**src/rtl/io_input_ctrl_pkg.sv**
```systemverilog
// Shared types and field positions for the switch input controller.
// Used by io_input_ctrl, its interface and the testbench.

package io_ctrl_pkg;

  localparam int SW_W   = 10;
  localparam int OPER_W = 5;

  localparam int OP0_HI = 9;
  localparam int OP0_LO = 5;
  localparam int OP1_HI = 4;
  localparam int OP1_LO = 0;

  typedef enum logic [1:0] {
    IDLE   = 2'd0,
    SETTLE = 2'd1,
    COMMIT = 2'd2
  } io_state_e;

endpackage

```
**src/rtl/io_input_ctrl_if.sv**
```systemverilog
// Switch/CPU-side signal bundle for io_input_ctrl.
// master = board/CPU side, slave = the controller.

interface io_input_ctrl_if
  import io_ctrl_pkg::*;
#(
  parameter int DATA_W = 32,
  parameter int CNT_W  = 8
);

  logic [SW_W-1:0]   sw;
  logic              cpu_rd;
  logic [DATA_W-1:0] in_port0;
  logic [DATA_W-1:0] in_port1;
  logic              data_valid;
  logic [CNT_W-1:0]  change_cnt;
  logic              overrun;

  modport master (
    output sw,
    output cpu_rd,
    input  in_port0,
    input  in_port1,
    input  data_valid,
    input  change_cnt,
    input  overrun
  );

  modport slave (
    input  sw,
    input  cpu_rd,
    output in_port0,
    output in_port1,
    output data_valid,
    output change_cnt,
    output overrun
  );

endinterface

```
**src/rtl/io_input_ctrl_sw_sync.sv**
```systemverilog
// Two-flop synchroniser for asynchronous switch levels.
// q is the second-flop output; both stages clear on reset.

module sw_sync #(
  parameter int W = 10
) (
  input  logic         clk,
  input  logic         reset,
  input  logic [W-1:0] d,
  output logic [W-1:0] q
);

  logic [W-1:0] meta;

  always_ff @(posedge clk or negedge reset) begin
    if (!reset) begin
      meta <= '0;
      q    <= '0;
    end else begin
      meta <= d;
      q    <= meta;
    end
  end

endmodule

```
**src/rtl/io_input_ctrl.sv**
```systemverilog
// Debounces the board switches and commits stable values into two CPU input ports.
// Optional macro IO_OVERRUN_EN keeps the sticky overrun flag; otherwise overrun is tied low.
//
// state  | meaning
// IDLE   | synchronised switches match the committed value
// SETTLE | candidate differs from committed value, counting stable cycles
// COMMIT | one cycle: publish candidate, bump change_cnt, raise data_valid

module io_input_ctrl
  import io_ctrl_pkg::*;
#(
  parameter int DEBOUNCE_CYCLES = 16,
  parameter int DATA_W          = 32,
  parameter int CNT_W           = 8
) (
  input logic            clk,
  input logic            reset,
  io_input_ctrl_if.slave io
);

  // Settle timer counts down from DEBOUNCE_CYCLES-1; terminal count is zero.
  localparam int TMR_W = $clog2(DEBOUNCE_CYCLES);
  localparam logic [TMR_W-1:0] TMR_LOAD = TMR_W'(DEBOUNCE_CYCLES - 1);

  io_state_e         state;
  io_state_e         state_nxt;
  logic [SW_W-1:0]   sync;
  logic [SW_W-1:0]   stable;
  logic [SW_W-1:0]   candidate;
  logic [TMR_W-1:0]  tmr;
  logic              cand_load;
  logic              tmr_dec;
  logic              commit;
  logic [OPER_W-1:0] op0;
  logic [OPER_W-1:0] op1;
  logic [DATA_W-1:0] in_port0_q;
  logic [DATA_W-1:0] in_port1_q;
  logic [CNT_W-1:0]  change_cnt_q;
  logic              data_valid_q;

  sw_sync #(.W(SW_W)) u_sw_sync (
    .clk   (clk),
    .reset (reset),
    .d     (io.sw),
    .q     (sync)
  );

  assign op0 = candidate[OP0_HI:OP0_LO];
  assign op1 = candidate[OP1_HI:OP1_LO];

  always_ff @(posedge clk or negedge reset) begin
    if (!reset) begin
      state <= IDLE;
    end else begin
      state <= state_nxt;
    end
  end

  always_comb begin
    state_nxt = state;
    case (state)
      IDLE: begin
        if (sync != stable) state_nxt = SETTLE;
      end
      SETTLE: begin
        // A bounce back to the committed value abandons the settle quietly.
        if (sync == stable)         state_nxt = IDLE;
        else if (sync != candidate) state_nxt = SETTLE;
        else if (tmr == '0)         state_nxt = COMMIT;
      end
      COMMIT: begin
        state_nxt = IDLE;
      end
      default: begin
        state_nxt = IDLE;
      end
    endcase
  end

  always_comb begin
    cand_load = 1'b0;
    tmr_dec   = 1'b0;
    commit    = 1'b0;
    case (state)
      IDLE: begin
        cand_load = (sync != stable);
      end
      SETTLE: begin
        if (sync != stable) begin
          if (sync != candidate) cand_load = 1'b1;
          else if (tmr != '0)    tmr_dec   = 1'b1;
        end
      end
      COMMIT: begin
        commit = 1'b1;
      end
      default: begin
        commit = 1'b0;
      end
    endcase
  end

  always_ff @(posedge clk or negedge reset) begin
    if (!reset) begin
      candidate <= '0;
      tmr       <= '0;
    end else if (cand_load) begin
      candidate <= sync;
      tmr       <= TMR_LOAD;
    end else if (tmr_dec) begin
      tmr       <= tmr - TMR_W'(1);
    end
  end

  always_ff @(posedge clk or negedge reset) begin
    if (!reset) begin
      stable       <= '0;
      in_port0_q   <= '0;
      in_port1_q   <= '0;
      change_cnt_q <= '0;
    end else if (commit) begin
      stable       <= candidate;
      in_port0_q   <= DATA_W'(op0);
      in_port1_q   <= DATA_W'(op1);
      change_cnt_q <= change_cnt_q + CNT_W'(1);
    end
  end

  // A commit outranks a coincident acknowledge so fresh data is never dropped.
  always_ff @(posedge clk or negedge reset) begin
    if (!reset) begin
      data_valid_q <= 1'b0;
    end else if (commit) begin
      data_valid_q <= 1'b1;
    end else if (io.cpu_rd) begin
      data_valid_q <= 1'b0;
    end
  end

`ifdef IO_OVERRUN_EN
  logic overrun_q;

  always_ff @(posedge clk or negedge reset) begin
    if (!reset) begin
      overrun_q <= 1'b0;
    end else if (commit && data_valid_q) begin
      overrun_q <= 1'b1;
    end else if (io.cpu_rd) begin
      overrun_q <= 1'b0;
    end
  end

  assign io.overrun = overrun_q;
`else
  assign io.overrun = 1'b0;
`endif

  assign io.in_port0   = in_port0_q;
  assign io.in_port1   = in_port1_q;
  assign io.data_valid = data_valid_q;
  assign io.change_cnt = change_cnt_q;

endmodule

```
**src/flat_wrapper.sv**
```systemverilog
// flat-port wrapper written by rule: the top's interface ports become plain ports
module io_input_ctrl_flat import io_ctrl_pkg::*;
#(
  parameter int DEBOUNCE_CYCLES = 16,
  parameter int DATA_W          = 32,
  parameter int CNT_W           = 8
)
  (clk, reset, io_sw, io_cpu_rd, io_in_port0, io_in_port1, io_data_valid, io_change_cnt, io_overrun);
  io_input_ctrl_if #(.DATA_W(DATA_W), .CNT_W(CNT_W)) io_i ();
  input logic clk;
  input logic reset;
  input wire logic [$bits(io_i.sw)-1:0] io_sw;
  input wire logic [$bits(io_i.cpu_rd)-1:0] io_cpu_rd;
  output wire logic [$bits(io_i.in_port0)-1:0] io_in_port0;
  output wire logic [$bits(io_i.in_port1)-1:0] io_in_port1;
  output wire logic [$bits(io_i.data_valid)-1:0] io_data_valid;
  output wire logic [$bits(io_i.change_cnt)-1:0] io_change_cnt;
  output wire logic [$bits(io_i.overrun)-1:0] io_overrun;
  assign io_i.sw = io_sw;
  assign io_i.cpu_rd = io_cpu_rd;
  assign io_in_port0 = io_i.in_port0;
  assign io_in_port1 = io_i.in_port1;
  assign io_data_valid = io_i.data_valid;
  assign io_change_cnt = io_i.change_cnt;
  assign io_overrun = io_i.overrun;
  io_input_ctrl #(.DEBOUNCE_CYCLES(DEBOUNCE_CYCLES), .DATA_W(DATA_W), .CNT_W(CNT_W)) u_core (.clk(clk), .reset(reset), .io(io_i));
endmodule
```
**config.mk**
```make
export PLATFORM = sky130hd
export DESIGN_NAME = io_input_ctrl_flat
export DESIGN_NICKNAME = d
export VERILOG_FILES = /design/src/rtl/io_input_ctrl_pkg.sv /design/src/rtl/io_input_ctrl_if.sv /design/src/rtl/io_input_ctrl_sw_sync.sv /design/src/rtl/io_input_ctrl.sv /design/src/flat_wrapper.sv
export SDC_FILE = /design/constraint.sdc
export NUM_CORES = 1
export LEC_CHECK = 0
export ABC_AREA = 1
export BUFFER_PORTS_ARGS = -buffer_cell sky130_fd_sc_hd__buf_4
export CELL_PAD_IN_SITES_DETAIL_PLACEMENT = 0
export CELL_PAD_IN_SITES_GLOBAL_PLACEMENT = 1
export CORE_MARGIN = 10
export CORE_UTILIZATION = 26
export CTS_BUF_LIST = sky130_fd_sc_hd__clkbuf_4 sky130_fd_sc_hd__clkbuf_8
export DETAILED_ROUTE_END_ITERATION = 7
export PLACE_DENSITY = 0.69
export SETUP_SLACK_MARGIN = 0.2
export SYNTH_ARGS = -nofsm -noshare
export SYNTH_HDL_FRONTEND = slang
export SYNTH_HIERARCHICAL = 1
export SYNTH_SLANG_ARGS = --single-unit
```
**constraint.sdc**
```tcl
create_clock -name clk -period 1.6 [get_ports clk]
set_input_delay 0.08 -clock clk [delete_from_list [all_inputs] [get_ports clk]]
set_output_delay 0.08 -clock clk [all_outputs]
set_load 0.01 [all_outputs]
```
==> key figures, run 1 <==
Outcome
  • Status: finished, final reports clean

Power and ir drop
  • Switching power: 688.1 uW
  • Int Power: 1845 uW
  • PwrDens: 727.7 nW/um^2
  • Pleak: 0.001814 uW
  • Clock power frac: 0.316
  • Combinational power share: 0.107
  • Sw frac: 0.2717
  • Peak supply drop: 0.0003626 V
  • Reg power frac: 0.578

Yosys
  • Mux cell area share after synthesis: 0
  • Post-synthesis async set-or-reset flop share: 1.000
  • Synth Area in Compound Gates: 0.03846
  • Flops & latches, synth: 55
  • Post-synthesis sequential area ratio: 0.5037
  • Synth Area in XOR/XNOR: 0.03846
  • Count of different cell masters after synthesis: 22
  • Post-Synth Simple-Gate Area: 0.1932
  • Mapped Cells: 317
  • Largest family of logic cells by synthesized area: buffers and inverters
  • Adder-Cell Fraction of Synth Area: 0.009158
  • Number of flops mapped to enable cells by yosys: 0
  • Cell Area, Synth: 2733 um^2
  • Ys Warns: 6
  • Top FF cell, synth: dfrtp_1
  • Mean Syn Cell Area: 8.620 um^2

Global routing
  • First-pass GRT wire length: 8797 um
  • Vias in the first global route: 1816
  • Initial antenna violation count: 0
  • Grt ovf: 0
  • Largest net degree at the start of global routing: 56
  • Tot GR Track Use: 0.07215

Die
  • Placement Rows: 37
  • Core area: 10280 um^2
  • Ports: 87
  • Die area: 15010 um^2
  • Die X: 122.5 um
  • Die height: 122.5 um
  • Initial Util: 0.2659

Worst setup path
  • R2R depth: 11
  • Crit path depth: 11
  • Critical setup path kind: reg2reg
  • Worst Setup End Kind: register
  • Critical-path top delay cell: dfrtp_1
  • Arrival @ worst endpoint: 1.70 ns
  • CP cell instances: inv_1, nand2_1, nand2_2, nor2_4, nand3_4, nor2_4, nand2_2, nand2_4, nand2_4, nand2_2, nand2_2
  • Worst endpoint required time: 1.80 ns
  • Most common cell on crit path: nand2_2
  • CP max stage delay: 0.43 ns
  • Crit path buf inv count: 1
  • Worst Path Max Fanout: 7
  • Startpoint types: register
  • Kind of cell adding the most delay to the critical path: simple AND/OR/NAND/NOR gates

Layout
  • Final nets: 402
  • Final instance area: 3481 um^2
  • Reg area: 1378 um^2
  • Post-Layout Cell Count: 524
  • Most frequent cells in the layout: 71 x nand2_1, 55 x conb_1, 54 x dfrtp_1, 50 x buf_4, 31 x inv_1
  • Area used by multi-input combinational logic: 1144 um^2
  • Area delta synth->final: 27.38%
  • Antenna fix cells: 0
  • Share of layout cells above drive strength 1: 0.3067
  • Commonest non-fill, non-tap cell in the layout: nand2_1
  • Fillers: 1085

STA
  • Final setup violation count: 0
  • Fmax: 664.7 MHz
  • Fin. max-slew vios: 0
  • RSZ-0062 raised after global routing: true
  • Fin Clk Skew: 0.02220 ns
  • Fin crit share: 0.9403
  • Worst slew pin tran: 0.7067 ns
  • Hold_ws: 0.3328 ns
  • Fin. Hold Viols: 0
  • Sum of negative setup slack: 0 ns
  • Max_slew headroom: 0.5289
  • Crit path time final: 1.504 ns

Clock tree
  • CTS Buffer Depth: 2
  • CTS tree: built
  • Worst-Skew Late Latency: 0.31 ns
  • CTS Root Buffer Type: clkbuf_8
  • Clk sink count: 55
  • Number of CTS-inserted buffers: 5
  • CTS H-tree lvls: 2
  • Clock transition at the registers of the reported paths: 0.11 ns

Route
  • DRT Wirelength: 5576 um
  • Routed Antenna Nets: 0
  • Average wire per cell in the routed design: 10.64 um
  • DRT iter0 DRCs: 65
  • DR vias/cell: 3.698
  • Detailed-route via count: 1938
  • # DRC: 0
  • Drt first pass iters: 4

Placed design
  • Placed cell count: 487
  • Hpwl dp: 3998 um
  • Buffers on Ports: 31
  • Gpl congestion: 0.7183
  • Area post-placement: 2954 um^2

Job
  • Max-cap violations: 0

Worst hold path
  • Hold Path Class: in2async
timing repair:
action | in CTS | in global routing
endpoints found under the setup margin | 16 | 20
pin swaps | 9 | 21
hold buffers | 12 | 0
hold endpoints to repair | 66 | 0
gates cloned | 1 | 0
buffers inserted | 5 | 11
resized for setup | 19 | 44
state kept, by name, indices dropped and copies added, names as in the netlist:
register               cells
u_core/candidate          10
u_core/io.change_cnt       8
u_core/io.data_valid       1
u_core/stable             10
u_core/state               2
u_core/tmr                 4
u_core/u_sw_sync/meta     10
u_core/u_sw_sync/q        10
Yosys cell counts (2+ instances only):
cell type	instances	share of area
nand2_1	95	0.13
nand3_1	10	0.018
xnor2_1	3	0.0096
buf_4	55	0.15
dfrtp_1	55	0.50
nand2_2	2	0.0046
xor2_1	9	0.029
inv_2	2	0.0027
ha_1	2	0.0092
clkbuf_1	2	0.0027
inv_1	36	0.049
o21ai_0	21	0.038
nor2_2	2	0.0046
nor2_1	15	0.021
power groups by stage:
stage          Combinational (uW)  Clock (uW)  Sequential [uW]
3_5_place_dp                  194           0             1490
5_1_grt                       307         897             1470
3_3_place_gp                  194           0             1490
2_1_floorplan                 223           0             1480
6_report                      270         800             1460
4_1_cts                       230         833             1460
metrics by stage:
step | total power (uW) | worst slack, ns | utilization
2_1_floorplan | 1705 | 0.1958 | -
3_3_place_gp | 1681 | -0.04948 | 0.2874
3_5_place_dp | 1682 | -0.07855 | 0.2874
4_1_cts | 2525 | 0.09725 | 0.3182
5_1_grt | 2673 | -0.02973 | 0.3387
6_report | 2533 | 0.09558 | 0.3387
routing by layer:
| metal | GRT usage | wire [um] | up-vias |
|---|---|---|---|
| met5 | 0 | 0 | - |
| met4 | 0.02430 | 61 | 0 |
| met1 | 0.08747 | 2324 | 895 |
| met3 | 0.02204 | 459 | 4 |
| met2 | 0.1194 | 2729 | 56 |
| li1 | - | - | 983 |
cells by family (layout without fill, tap and decap cells):
family / after synthesis / after routing
xor+xnor: 12 / 12
buf+inv: 97 / 113
flops: 55 / 55
simple gates: 129 / 130
compound gates: 21 / 21
other cells: 1 / 55
fa+ha+maj: 2 / 2
worst paths after layout:
kind / slack (ns) / from / end
min in group clk: 0.35 / u_core/u_sw_sync/meta[6]$_DFF_PN0_ / u_core/u_sw_sync/q[6]$_DFF_PN0_
min reg2reg: 0.35 / u_core/u_sw_sync/meta[6]$_DFF_PN0_ / u_core/u_sw_sync/q[6]$_DFF_PN0_
min: 0.33 / reset / u_core/u_sw_sync/q[1]$_DFF_PN0_
max reg2reg: 0.1 / u_core/candidate[2]$_DFFE_PN0P_ / u_core/tmr[1]$_DFFE_PN0P_
max in group asynchronous: 0.76 / reset / u_core/u_sw_sync/meta[3]$_DFF_PN0_
max: 0.1 / u_core/candidate[2]$_DFFE_PN0P_ / u_core/tmr[1]$_DFFE_PN0P_
final cells by class:
cell class,instances,area share
Clock buffer,5,0.01977
Clock inverter,3,0.006470
Inverter,38,0.04098
Multi-Input combinational cell,220,0.3285
Sequential cell,55,0.3958
Tap cell,136,0.04889
Timing Repair Buffer,67,0.1596
Note: power is estimated with default switching activity, not from simulation.
==> inputs of run 2 (changes only) <==
CAP_MARGIN = 20   (was default)
CORE_ASPECT_RATIO = 1.1   (was default)
clock period = 1.9 ns   (was 1.6 ns; I/O delays follow)
==> run 2 against run 1 <==
  * Final area down 8.3%
  * First-iteration DRC count up 3.1%
  * Power down 17%
  * Combinational power down 31%
  * Highest routed layer unchanged
==> key figures, run 2 (same netlist as run 1, synthesis figures left out) <==
Die
  • Placement Rows: 39 (+5.4%)
  • Die area: 15010 um^2 (about the same)
  • Ports: 87 (unchanged)
  • Initial Util: 0.2642 (-0.001737)
  • Die X: 117.7 um (-3.9%)
  • Core area: 10340 um^2 (+0.66%)
  • Die height: 127.5 um (+4.1%)

Route
  • Average wire per cell in the routed design: 10.40 um (-2.3%)
  • DRT Wirelength: 5312 um (-4.7%)
  • DRT iter0 DRCs: 67 (+3.1%)
  • Routed Antenna Nets: 0 (unchanged)
  • Drt first pass iters: 4 (unchanged)
  • # DRC: 0 (unchanged)
  • Detailed-route via count: 1835 (-5.3%)
  • DR vias/cell: 3.591 (-2.9%)

Layout
  • Fillers: 1123 (+3.5%)
  • Antenna fix cells: 0 (unchanged)
  • Area delta synth->final: 16.80%
  • Commonest non-fill, non-tap cell in the layout: nand2_1
  • Final nets: 382 (-5.0%)
  • Share of layout cells above drive strength 1: 0.1603 (-0.1464)
  • Final core occ: 0.3085 (-0.03015)
  • Most frequent cells in the layout: 93 x nand2_1, 55 x conb_1, 55 x dfrtp_1, 36 x inv_1, 34 x buf_4

Worst hold path
  • WHS Endpoint: u_core/u_sw_sync/q[7]$_DFF_PN0_
  • Hold Crit Depth: 0
  • Hold wc startpoint: u_core/u_sw_sync/meta[7]$_DFF_PN0_
  • Hold Path Class: reg2reg

Clock tree
  • CTS tree: built
  • Clk sink count: 55 (unchanged)
  • CTS Root Buffer Type: clkbuf_8
  • Worst-Skew Late Latency: 0.31 ns (about the same)
  • CTS H-tree lvls: 2 (unchanged)
  • Number of CTS-inserted buffers: 5 (unchanged)
  • CTS Buffer Depth: 2 (unchanged)
  • Clock transition at the registers of the reported paths: 0.11 ns (about the same)

STA
  • Fin crit share: 0.8226 (-0.1177)
  • Fin. max-slew vios: 0 (unchanged)
  • Fmax: 639.8 MHz (-3.7%)
  • Final setup violation count: 0 (unchanged)
  • Crit path time final: 1.563 ns (+0.05853 ns)
  • Final setup margin: 0.3370 ns (+0.2415 ns)
  • Hold_ws: 0.3507 ns (+0.01789 ns)
  • Sum of negative setup slack: 0 ns (unchanged)
  • RSZ-0062 raised after global routing: false
  • Worst slew pin tran: 0.7085 ns (+0.001777 ns)
  • Max_slew headroom: 0.5277 (-0.001184)
  • Fin Clk Skew: 0.01400 ns (-0.008194 ns)
  • Fin. Hold Viols: 0 (unchanged)

Power and ir drop
  • Pleak: 0.001691 uW (-6.8%)
  • Peak supply drop: 0.0003688 V (+1.7%)
  • Combinational power share: 0.088 (-0.019)
  • Switching power: 549.8 uW (-20%)
  • Clock power frac: 0.324 (+0.008)
  • Int Power: 1546 uW (-16%)
  • Reg power frac: 0.587 (+0.009)
  • Design Power: 2096 uW (-17%)
  • PwrDens: 656.7 nW/um^2 (-9.8%)
  • Sw frac: 0.2623 (-0.009326)

Global routing
  • Grt ovf: 0 (unchanged)
  • Initial antenna violation count: 0 (unchanged)
  • Vias in the first global route: 1808 (-0.44%)
  • Tot GR Track Use: 0.06793 (-0.004224)
  • Largest net degree at the start of global routing: 56 (unchanged)
  • First-pass GRT wire length: 8590 um (-2.4%)

Worst setup path
  • Worst Setup End Kind: register
  • R2R Setup Slk: 0.34 ns (+0.24 ns)
  • R2R depth: 9 (-2)
  • Arrival @ worst endpoint: 1.81 ns (+0.11 ns)
  • CP max stage delay: 0.42 ns (about the same)
  • Crit path buf inv count: 1 (unchanged)
  • Kind of cell adding the most delay to the critical path: simple AND/OR/NAND/NOR gates
  • Reg2reg start: u_core/stable[4]$_DFFE_PN0P_
  • Critical-path top delay cell: dfrtp_1
  • Critical setup path kind: reg2reg
  • Worst Path Max Fanout: 7 (unchanged)
  • CP cell instances: xor2_1, nor2_1, nand2_1, nor2_4, nor2_4, nand2_4, buf_4, nand3_1, nand2_1
  • Startpoint types: register
  • Worst flop-to-flop path endpoint: u_core/tmr[3]$_DFFE_PN0P_
  • Worst endpoint required time: 2.15 ns (+0.35 ns)

Placed design
  • Hpwl dp: 3968 um (-0.76%)
  • Gpl congestion: 0.7033 (-2.1%)
  • Buffers on Ports: 31 (unchanged)
  • Pre-CTS setup slack: 0.2192 ns (+0.2978 ns)

Job
  • Max-cap violations: 0 (unchanged)

Outcome
  • Status: finished, final reports clean
[run 2: cell count changes in the layout (fill, tap and decap cells not counted), moves of 2 or more]
cell     delta
buf_4      -16
buf_6       -4
inv_1       +5
inv_2       -5
nand2_1    +22
nand2_2    -20
nand2_4     -2
nor2_1      +6
nor2_2      -2
nor2_4      -4
o21ai_0    +10
o21ai_1     -6
o21ai_2     -4
[run 2: per-stage QoR]
step | instances | instance area (um^2)
2_1_floorplan | 371 | 2935
3_3_place_gp | 489 | 2923
3_5_place_dp | 489 | 2923
4_1_cts | 509 | 3136
5_1_grt | 511 | 3192
6_report | 511 | 3192
[run 2: metal layers]
metal	wire, um	up-vias	track usage
met4	44	0	0.01965
met2	2653	46	0.1172
li1	-	946	-
met1	2212	838	0.07514
met5	0	-	0
met3	401	5	0.02863
[run 2: power by group through the flow]
stage	combinational [uW]	clock, uW	sequential [uW]
floorplan	186	0	1250
global placement	156	0	1250
detailed placement	157	0	1250
CTS	177	708	1230
global route	216	748	1240
finish	185	680	1230
[run 2: how the worst max path moves through the flow]
stage                                         start                              end  slack [ns]  cells after the start
finish                 u_core/stable[4]$_DFFE_PN0P_        u_core/tmr[3]$_DFFE_PN0P_        0.34                      9
global route        u_core/u_sw_sync/q[5]$_DFF_PN0_        u_core/tmr[2]$_DFFE_PN0P_        0.19                     10
CTS                    u_core/stable[4]$_DFFE_PN0P_  u_core/candidate[2]$_DFFE_PN0P_        0.20                      8
detailed placement     u_core/stable[4]$_DFFE_PN0P_  u_core/candidate[5]$_DFFE_PN0P_        0.22                      8
global placement       u_core/stable[4]$_DFFE_PN0P_  u_core/candidate[2]$_DFFE_PN0P_        0.27                      8
floorplan              u_core/stable[4]$_DFFE_PN0P_  u_core/candidate[0]$_DFFE_PN0P_        0.48                      8
[run 2: layout make-up]
type                            instances  area (um^2)  area share
Sequential cell                        55         1376      0.4312
Multi-Input combinational cell        220         1011      0.3167
Timing Repair Buffer                   47        390.4      0.1223
Tap cell                              143        178.9     0.05606
Inverter                               38        142.6     0.04469
Clock buffer                            6        76.32     0.02391
Clock inverter                          2        16.27    0.005096
[run 2: worst register-to-register path, stage by stage (launching register included)]
cell and delay, ns:
dfrtp_1 0.42, xor2_1 0.17, nor2_1 0.14, nand2_1 0.13, nor2_4 0.17, nor2_4 0.07
nand2_4 0.11, buf_4 0.15, nand3_1 0.08, nand2_1 0.07
[run 2: what timing repair did]
| item | 4_1_cts | 5_1_grt |
|---|---|---|
| gates resized for setup | 0 | 12 |
| setup buffers | 0 | 1 |
| setup endpoints to repair | 0 | 13 |
| endpoints found under the hold margin | 66 | 0 |
| hold buffers | 12 | 0 |
==> inputs of run 3 (changes only) <==
PLACE_DENSITY = 0.72   (was 0.69)
clock period = 1.4 ns   (was 1.9 ns; I/O delays follow)
==> run 3 against run 2 <==
  * The flow now finishes with violations (setup timing)
  * Hold slack worse by 0.19 ns
  * Count of clock-buffer cells in the layout decreased by 1
  * Final cell count rose by 7.6%
  * Sequential share of layout area fell by 5.0 points
  * Worst setup slack got worse by 0.53 ns
  * Global-route usage grew 0.85 points
  * Fmax is 1.9% lower
  * Via count up 9.5%
  * Die area did not move
  * Clock skew grew 0.00053 ns
  * Non-clock buffer count grew 40
  * Final area is 13% higher
  * Largest cell class unchanged
  * Highest routed layer unchanged
==> key figures, run 3 (same netlist as run 1, synthesis figures left out) <==
Outcome
  • Status: complete, but fails checks
  • Failing checks: setup timing

Die
  • Core area: 10340 um^2 (unchanged)
  • Die height: 127.5 um (unchanged)
  • Placement Rows: 39 (unchanged)
  • Initial Util: 0.2642 (unchanged)
  • Die area: 15010 um^2 (unchanged)
  • Ports: 87 (unchanged)
  • Die X: 117.7 um (unchanged)

Clock tree
  • Number of CTS-inserted buffers: 5 (unchanged)
  • CTS Buffer Depth: 2 (unchanged)
  • Worst-Skew Late Latency: 0.32 ns (about the same)
  • CTS H-tree lvls: 2 (unchanged)
  • Clk sink count: 55 (unchanged)
  • CTS tree: built
  • Clock transition at the registers of the reported paths: 0.11 ns (about the same)
  • CTS Root Buffer Type: clkbuf_8

Placed design
  • Hpwl dp: 4231 um (+6.6%)
  • Placed cell count: 517 (+5.7%)
  • Buffers on Ports: 31 (unchanged)
  • Gpl congestion: 0.7344 (+4.4%)

Route
  • DRT Wirelength: 5811 um (+9.4%)
  • Top Metal Used: met4
  • WL met2: 3013 um (+14%)
  • Drt first pass iters: 4 (unchanged)
  • Met3 routed WL: 438 um (+9.2%)
  • DR vias/cell: 3.653 (+1.7%)
  • # DRC: 0 (unchanged)
  • Wl on met1: 2240 um (+1.3%)
  • Routed Antenna Nets: 0 (unchanged)
  • DRT iter0 DRCs: 66 (-1.5%)
  • Detailed-route via count: 2009 (+9.5%)
  • Average wire per cell in the routed design: 10.57 um (+1.6%)

Worst setup path
  • Worst endpoint required time: 1.61 ns (-0.54 ns)
  • Reg2reg start: u_core/candidate[3]$_DFFE_PN0P_
  • Critical setup path kind: reg2reg
  • Arrival @ worst endpoint: 1.80 ns (about the same)
  • Worst flop-to-flop path endpoint: u_core/tmr[1]$_DFFE_PN0P_
  • R2R Setup Slk: -0.19 ns (-0.53 ns)
  • R2R depth: 12 (+3)
  • Crit path from: u_core/candidate[3]$_DFFE_PN0P_
  • CP endpoint: u_core/tmr[1]$_DFFE_PN0P_
  • Worst Setup End Kind: register
  • Startpoint types: register
  • Worst Path Max Fanout: 7 (unchanged)

STA
  • Fin Clk Skew: 0.01453 ns (+0.0005294 ns)
  • Fin. Hold Viols: 0 (unchanged)
  • Fmax: 627.4 MHz (-1.9%)
  • RSZ-0062 raised after global routing: true
  • Fin. max-slew vios: 0 (unchanged)
  • Sum of negative setup slack: -2.156 ns (-2.156 ns)
  • Final setup margin: -0.1939 ns (-0.5310 ns)
  • Fin crit share: 1.139 (+0.3159)
  • Final setup violation count: 16 (+16)
  • Crit path time final: 1.594 ns (+0.03098 ns)

Layout
  • Antenna fix cells: 0 (unchanged)
  • Most frequent cells in the layout: 83 x nand2_1, 63 x buf_4, 55 x conb_1, 55 x dfrtp_1, 33 x inv_1
  • Fillers: 1102 (-1.9%)
  • Reg area: 1376 um^2 (unchanged)
  • Area delta synth->final: 32.28%
  • Post-Layout Cell Count: 550 (+7.6%)
  • Final nets: 421 (+10%)
  • Commonest non-fill, non-tap cell in the layout: nand2_1
  • Share of layout cells above drive strength 1: 0.2899 (+0.1296)
  • Area used by multi-input combinational logic: 1076 um^2 (+6.4%)

Global routing
  • First-pass GRT wire length: 9611 um (+12%)
  • Tot GR Track Use: 0.07642 (+0.008492)
  • Grt ovf: 0 (unchanged)
  • Initial antenna violation count: 0 (unchanged)
  • Vias in the first global route: 2119 (+17%)
  • Largest net degree at the start of global routing: 38 (-32%)

Power and ir drop
  • PwrDens: 803.3 nW/um^2 (+22%)
  • Int Power: 2115 uW (+37%)
  • Reg power frac: 0.575 (-0.012)
  • Combinational power share: 0.104 (+0.016)
  • Peak supply drop: 0.0007659 V (+110%)
  • Clock power frac: 0.321 (-0.003)
  • Sw frac: 0.2717 (+0.009401)
  • Design Power: 2904 uW (+39%)
  • Switching power: 789.1 uW (+44%)
  • Pleak: 0.001928 uW (+14%)

Job
  • Max-cap violations: 0 (unchanged)

Worst hold path
  • Hold Path Class: in2async
run 3: changes by cell type in the layout (fill, tap and decap cells not counted), sizes merged:
cell,before,now
buf,35,75
nand2,98,97
clkbuf,6,5
inv,39,38
clkinvlp,1,2
clkinv,0,1
run 3: final cells by class:
| cell class | count | area share |
|---|---|---|
| clock buffers | 5 | 0.01904 |
| clock inverters | 3 | 0.006577 |
| inverters | 38 | 0.04050 |
| multi-input cells | 219 | 0.2977 |
| flip-flops and latches | 55 | 0.3808 |
| well taps | 143 | 0.04950 |
| repair buffers | 87 | 0.2060 |
run 3: power groups by stage:
stage               Combinational (uW)  Clock (uW)  Sequential [uW]
finish                             302         931             1670
global route                       346        1050             1680
CTS                                286         991             1670
detailed placement                 255           0             1700
global placement                   252           0             1700
floorplan                          255           0             1690
run 3: timing repair:
| action | 4_1_cts | 5_1_grt |
|---|---|---|
| pin swaps | 5 | 19 |
| gates resized for setup | 9 | 40 |
| setup buffers | 7 | 6 |
| hold endpoints to repair | 66 | 0 |
| endpoints found under the setup margin | 19 | 20 |
| hold buffers | 12 | 0 |
run 3: worst min path at each step:
stage | slack [ns] | end | cells past startpoint | from
after floorplan | -0.23 | u_core/candidate[0]$_DFFE_PN0P_ | 0 | reset
after global placement | -0.02 | u_core/u_sw_sync/meta[3]$_DFF_PN0_ | 1 | reset
after detailed placement | -0.01 | u_core/u_sw_sync/meta[3]$_DFF_PN0_ | 1 | reset
after CTS | 0.15 | u_core/u_sw_sync/q[8]$_DFF_PN0_ | 2 | reset
after global routing | 0.19 | u_core/u_sw_sync/q[8]$_DFF_PN0_ | 2 | reset
final | 0.16 | u_core/candidate[6]$_DFFE_PN0P_ | 2 | reset
run 3: layer usage:
metal	track usage	vias up
li1	-	1018
met1	0.07471	931
met2	0.1414	52
met3	0.03040	8
met4	0.03130	0
met5	0	-
run 3: worst max-delay path: stages, from the launching register on:
cell and delay, ns:
dfrtp_1 0.41, inv_1 0.05, nand2_1 0.06, nand2_1 0.06, nor2_2 0.15, nand3_2 0.13, nor2_4 0.15, nand2_2 0.07
nand2_4 0.13, buf_4 0.13, nand2_1 0.05, nand2_2 0.05, nand2_1 0.05
run 3: per-stage QoR:
stage	area [um^2]	hold WS (ns)	worst slack (ns)	utilization
global route	3615	0.1860	-0.2991	0.3494
detailed placement	3153	-0.01483	-0.2270	0.3048
finish	3615	0.1597	-0.1939	0.3494
global placement	3153	-0.01710	-0.1888	0.3048
CTS	3453	0.1527	-0.1694	0.3338
floorplan	2944	-0.2256	-0.001182	-
